`config.mk`:
```
export PLATFORM = sky130hd
export DESIGN_NAME = ssd_scan_driver_flat
export DESIGN_NICKNAME = d
export VERILOG_FILES = /design/src/rtl/ssd_scan_if.sv /design/src/rtl/ssd_scan_driver.sv /design/src/flat_wrapper.sv
export SDC_FILE = /design/constraint.sdc
export NUM_CORES = 1
export LEC_CHECK = 0
export ABC_AREA = 1
export ABC_CLOCK_PERIOD_IN_PS = 2200
export CAP_MARGIN = 15
export CELL_PAD_IN_SITES_DETAIL_PLACEMENT = 1
export CELL_PAD_IN_SITES_GLOBAL_PLACEMENT = 2
export CORE_ASPECT_RATIO = 1.75
export CORE_MARGIN = 2
export CORE_UTILIZATION = 32
export DETAILED_ROUTE_END_ITERATION = 12
export HOLD_SLACK_MARGIN = 0.06
export PLACE_DENSITY = 0.91
export SKIP_CTS_REPAIR_TIMING = 1
export SYNTH_ARGS = -nofsm -noshare
export SYNTH_HDL_FRONTEND = slang
export SYNTH_SLANG_ARGS = --single-unit
```
`constraint.sdc`:
```
create_clock -name clk -period 2.2 [get_ports clk]
set_input_delay 0.22 -clock clk [delete_from_list [all_inputs] [get_ports clk]]
set_output_delay 0.22 -clock clk [all_outputs]
set_load 0.02 [all_outputs]
```
`src/rtl/ssd_scan_if.sv`:
```
// Bundle between the display controller and the seven-segment scan driver.
// The blink input exists only when SSD_BLINK_EN is defined.
interface ssd_scan_if;
  logic [31:0] display;
  logic        load;
  logic        enable;
`ifdef SSD_BLINK_EN
  logic        blink;
`endif
  logic [3:0]  an;
  logic [6:0]  seg;
  logic        dp;
  logic        frame_start;
  logic        pending;

  modport master (
`ifdef SSD_BLINK_EN
    output blink,
`endif
    output display, load, enable,
    input  an, seg, dp, frame_start, pending
  );

  modport slave (
`ifdef SSD_BLINK_EN
    input  blink,
`endif
    input  display, load, enable,
    output an, seg, dp, frame_start, pending
  );
endinterface

```
`src/rtl/ssd_scan_driver.sv`:
```
// Four-digit multiplexed seven-segment driver with a frame-synchronous double buffer.
// Optional blink support is enabled by defining SSD_BLINK_EN.
module ssd_scan_driver #(
  parameter int REFRESH_DIV  = 100000,
  parameter int BLANK_CYCLES = 1000,
  parameter int BLINK_FRAMES = 125
) (
  input logic       clk,
  input logic       rst,
  ssd_scan_if.slave bus
);

  localparam int             CW        = (REFRESH_DIV > 2) ? $clog2(REFRESH_DIV) : 1;
  localparam logic [CW-1:0]  CNT_LAST  = CW'(REFRESH_DIV - 1);
  localparam logic [CW-1:0]  CNT_BLANK = CW'(BLANK_CYCLES);
  localparam logic [0:0]     PH_BLANK  = 1'b0;
  localparam logic [0:0]     PH_DRIVE  = 1'b1;
  // Without a blanking gap the first slot must not open with a stray blank cycle.
  localparam logic [0:0]     PH_RESET  = (BLANK_CYCLES == 0) ? PH_DRIVE : PH_BLANK;

  logic [CW-1:0] cnt;
  logic [CW-1:0] cnt_next;
  logic [1:0]    digit;
  logic [0:0]    phase;
  logic [31:0]   shadow;
  logic [31:0]   active;
  logic          pending;
  logic          slot_wrap;
  logic          frame_wrap;
  logic [7:0]    cur_byte;
  logic          drive;
  logic          lit;

  logic [3:0]    an_q;
  logic [6:0]    seg_q;
  logic          dp_q;
  logic          frame_start_q;

  assign slot_wrap  = (cnt == CNT_LAST);
  assign frame_wrap = slot_wrap && (digit == 2'd3);
  assign cnt_next   = slot_wrap ? '0 : cnt + 1'b1;
  assign cur_byte   = active[{digit, 3'b000} +: 8];
  assign drive      = (phase == PH_DRIVE) && bus.enable && lit;

  // NOTE: sequential state uses non-blocking assignments so every flop samples
  // pre-edge values regardless of the order the always_ff blocks are evaluated.
  always_ff @(posedge clk) begin
    if (rst) begin
      cnt   <= '0;
      digit <= 2'd0;
      phase <= PH_RESET;
    end else begin
      cnt   <= cnt_next;
      if (slot_wrap) digit <= digit + 2'd1;
      phase <= (cnt_next < CNT_BLANK) ? PH_BLANK : PH_DRIVE;
    end
  end

  // NOTE: shadow/active are ordinary 32-bit registers, not a memory array,
  // so resetting them costs nothing and discards stale frame data.
  always_ff @(posedge clk) begin
    if (rst) begin
      shadow  <= '0;
      active  <= '0;
      pending <= 1'b0;
    end else begin
      if (frame_wrap && pending) begin
        active  <= shadow;
        pending <= 1'b0;
      end
      // A load on the wrap cycle still sets pending: the later assignment wins.
      if (bus.load) begin
        shadow  <= bus.display;
        pending <= 1'b1;
      end
    end
  end

`ifdef SSD_BLINK_EN
  localparam int FW = (BLINK_FRAMES > 1) ? $clog2(BLINK_FRAMES) : 1;
  localparam logic [FW-1:0] FRAME_LAST = FW'(BLINK_FRAMES - 1);
  logic [FW-1:0] frame_cnt;

  always_ff @(posedge clk) begin
    if (rst || !bus.blink) begin
      frame_cnt <= '0;
      lit       <= 1'b1;
    end else if (frame_start_q) begin
      if (frame_cnt == FRAME_LAST) begin
        frame_cnt <= '0;
        lit       <= ~lit;
      end else begin
        frame_cnt <= frame_cnt + 1'b1;
      end
    end
  end
`else
  assign lit = 1'b1;
`endif

  // Outputs are registered from the pre-edge scan state, so they trail cnt/digit by one cycle.
  always_ff @(posedge clk) begin
    if (rst) begin
      an_q          <= 4'hF;
      seg_q         <= 7'h7F;
      dp_q          <= 1'b1;
      frame_start_q <= 1'b0;
    end else begin
      frame_start_q <= (cnt == '0) && (digit == 2'd0);
      if (drive) begin
        an_q  <= ~(4'b0001 << digit);
        seg_q <= ~cur_byte[6:0];
        dp_q  <= ~cur_byte[7];
      end else begin
        an_q  <= 4'hF;
        seg_q <= 7'h7F;
        dp_q  <= 1'b1;
      end
    end
  end

  assign bus.an          = an_q;
  assign bus.seg         = seg_q;
  assign bus.dp          = dp_q;
  assign bus.frame_start = frame_start_q;
  assign bus.pending     = pending;

endmodule
```
`src/flat_wrapper.sv`:
```
// flat-port wrapper written by rule: the top's interface ports become plain ports
module ssd_scan_driver_flat 
#(
  parameter int REFRESH_DIV  = 100000,
  parameter int BLANK_CYCLES = 1000,
  parameter int BLINK_FRAMES = 125
)
  (clk, rst, bus_display, bus_load, bus_enable, bus_an, bus_seg, bus_dp, bus_frame_start, bus_pending);
  ssd_scan_if bus_i ();
  input logic clk;
  input logic rst;
  input wire logic [$bits(bus_i.display)-1:0] bus_display;
  input wire logic [$bits(bus_i.load)-1:0] bus_load;
  input wire logic [$bits(bus_i.enable)-1:0] bus_enable;
  output wire logic [$bits(bus_i.an)-1:0] bus_an;
  output wire logic [$bits(bus_i.seg)-1:0] bus_seg;
  output wire logic [$bits(bus_i.dp)-1:0] bus_dp;
  output wire logic [$bits(bus_i.frame_start)-1:0] bus_frame_start;
  output wire logic [$bits(bus_i.pending)-1:0] bus_pending;
  assign bus_i.display = bus_display;
  assign bus_i.load = bus_load;
  assign bus_i.enable = bus_enable;
  assign bus_an = bus_i.an;
  assign bus_seg = bus_i.seg;
  assign bus_dp = bus_i.dp;
  assign bus_frame_start = bus_i.frame_start;
  assign bus_pending = bus_i.pending;
  ssd_scan_driver #(.REFRESH_DIV(REFRESH_DIV), .BLANK_CYCLES(BLANK_CYCLES), .BLINK_FRAMES(BLINK_FRAMES)) u_core (.clk(clk), .rst(rst), .bus(bus_i));
endmodule
```
==> impl_metrics.toml <==
[logic_synthesis]
synthAdderAreaFrac_pct = 1.863
ys_seq_area_share_pct = 48.68
ys_warn_count = 0
synth_xor_area_share_pct = 0
synth.avg_cell_area_sq_um = 7.795
synth_top_family_by_area = "compound AO/OA/AOI/OAI gates"
synthCells = 517
ys_top_cells_by_area = "dfxtp_1, o21ai_0, nand2_1, a21oi_2, nor2_1"
synth_top_area_share_pct = 48.68
synth_flop_cell = "dfxtp_1"
synth_seq_cells = 98
synth_fp_nets = 559
synth.distinct_cells = 26
synth_edf_count = 0
synth_compound_area_share_pct = 23.53
synthMuxAreaShare_pct = 0
synth-simple-area-share_pct = 16.92
async_flop_share_pct = 0
syn_area_sq_um = 4030
yosys.area.top_type = "dfxtp_1"

[cells_and_area]
finalNonFillerCells = 737
drive_gt1_share_pct = 10.90
layout_common_cells = "dfxtp_1, nand2_1, nor2_1, inv_1, o21ai_0"
multi_input_area_sq_um = 1705
fill_cells = 1507
antennaDiodeCount = 0
nets = 606
regArea_sq_um = 1962
area_growth_pct = 25.61
final_common_cell = "dfxtp_1"

[route]
vias_per_cell = 4.765
remaining_drc_errors = 0
wl_per_cell_microns = 14.57
drt_pass1_iterations = 4
drt-total-wl_microns = 10740
ant_nets = 0
num_vias = 3512
drt_iter0_drc = 106

[clocking]
clock-root-buffer = "clkbuf_16"
cts_tree = "built"
htree_levels = 3
path_clk_slew_ps = 60
clock_sinks = 98
clk_latency_ps = 340
cts.path.max_buffers = 2
cts_buffers = 9

[setup_path]
critical_path_peak_fanout = 32
r2r-end = "u_core.active[3]$_SDFFE_PP0P_"
cp.arrival_ps = 2190
ff2ff_path_depth = 9
crit_path_start_kind = "flip-flop"
endpoint = "u_core.active[3]$_SDFFE_PP0P_"
required_ps = 2410
crit_path_start = "u_core.cnt[1]$_SDFF_PP0_"
r2r_slack_ps = 220
slowest_stage = "dfxtp_1"
slowest_delay_ps = 400
rr_startpoint = "u_core.cnt[1]$_SDFF_PP0_"
crit_chain = "ha_1 > nand2_1 > inv_2 > nand2_2 > nor2_2 > nand2_2 > nor3b_4 > buf_6 > a21oi_1"
crit_path_frequent_cell = "nand2_2"
criticalPathCategory = "reg2reg"
end_kind = "flip-flop"

[pwr]
p_leak_nw = 1.979
power.total_w = 0.003831
pwr_density_cell_nw_per_um2 = 756.7
vdd_drop_max_uv = 439.6

[hold_path]
hp-class = "reg2reg"
min_from = "u_core.shadow[2]$_SDFFE_PP0P_"

[global_route]
grt_pass1_wl_microns = 16870
grt_pass1_vias = 3533
track_usage_pct = 16.10
overflow = 0
grt_max_degree = 67
grt_antenna_before_repair = 0

[timing]
period_share_pct = 89.94
setup_viol_count_final = 0
max-slew-margin-rel_pct = 63.67
period_needed_ps = 1979
hold_viol = 0
setup-tns-final_ps = 0
fmax_ghz = 0.5054
fin_worst_skew_ps = 7.376
drv_slew = 0
grt_setup_unrepaired = "no"
hold_slack_ps = 456.9
worst_pin_slew_ps = 545.0

[placed_design]
io_buffers = 49
placed_cells = 720
gp_congestion = 0.8121
place_hpwl_microns = 7777

[floorplan]
die_area_sq_um = 13540
rows = 54
ios = 50
die_y_microns = 152.5
core-area_sq_um = 12360
fp.dieW_microns = 88.83
initial_core_util_pct = 32.59

[outcome]
status = "finished, final reports clean"

[flow_run]
maxCapViolCount = 0
[area by class of cell]
type                            count  share of cell area [%]
Timing Repair Buffer               61                   12.14
Tap cell                          168                   4.152
Clock buffer                        9                   4.449
Sequential cell                    98                   38.75
Inverter                           61                   4.523
Multi-Input combinational cell    333                   33.69
Clock inverter                      7                   2.299
[per-stage QoR]
step                utilization (%)  setup WS, ps  instance area (sq um)
floorplan                         -         436.7                   4030
global placement              38.05         332.1                   4705
detailed placement            38.05         203.8                   4705
CTS                           40.81         165.5                   5046
global route                  40.94         24.94                   5062
finish                        40.94         221.3                   5062
[power breakdown]
| group | total [W] | internal, W | switching, W | leakage, nW |
|---|---|---|---|---|
| combinational | 0.000214 | 0.000102 | 0.000111 | 1.01 |
| sequential | 0.00184 | 0.00182 | 0.0000173 | 0.799 |
| clock | 0.00178 | 0.00111 | 0.000667 | 0.166 |
[flip-flops by register name, indices dropped and copies added, names as in the netlist]
register                count
u_core.bus.frame_start      1
u_core.shadow              32
u_core.active              32
u_core.bus.seg              7
u_core.bus.dp               1
u_core.bus.an               4
u_core.digit                2
u_core.cnt                 17
u_core.bus.pending          1
u_core.phase                1
[cells in the mapped netlist (3+ instances only)]
cell type  instances
a21oi_1           40
a21oi_2           28
buf_6              4
clkbuf_1          17
clkinv_1           3
dfxtp_1           98
ha_1               6
inv_1             56
nand2_1           70
nand3_1           15
nand4_1            7
nor2_1            63
o21ai_0           55
o21ai_1           28
o21bai_1           4
o22ai_1            8
[cell families after synthesis]
kind of cell | after synthesis
flip-flops | 98
adder cells (fa/ha/maj) | 6
AND/OR/NAND/NOR | 163
buffers and inverters | 86
AO/OA/AOI/OAI | 164
[worst max-delay path, delay by kind of cell (launching register included)]
family,cells,cell delay [ps]
buf+inv,2,460
simple gates,5,640
fa+ha+maj,1,220
flops,1,400
compound gates,1,120
[worst min-delay path by stage]
stage	end	slack (ps)	depth (start not counted)
after floorplan	u_core.bus.pending$_SDFFE_PP0P_	290	1
after global placement	u_core.active[3]$_SDFFE_PP0P_	440	2
after detailed placement	u_core.shadow[2]$_SDFFE_PP0P_	450	2
after CTS	u_core.shadow[2]$_SDFFE_PP0P_	460	2
after global routing	u_core.shadow[2]$_SDFFE_PP0P_	490	2
final	u_core.shadow[2]$_SDFFE_PP0P_	460	2
[per-layer routing]
layer | wire length [microns] | global-route usage, %
met5 | 0 | 0
met4 | 305 | 7.359
met3 | 210 | 2.275
met2 | 6012 | 30.10
met1 | 4208 | 16.89
Power figures use the tool's default switching activity.
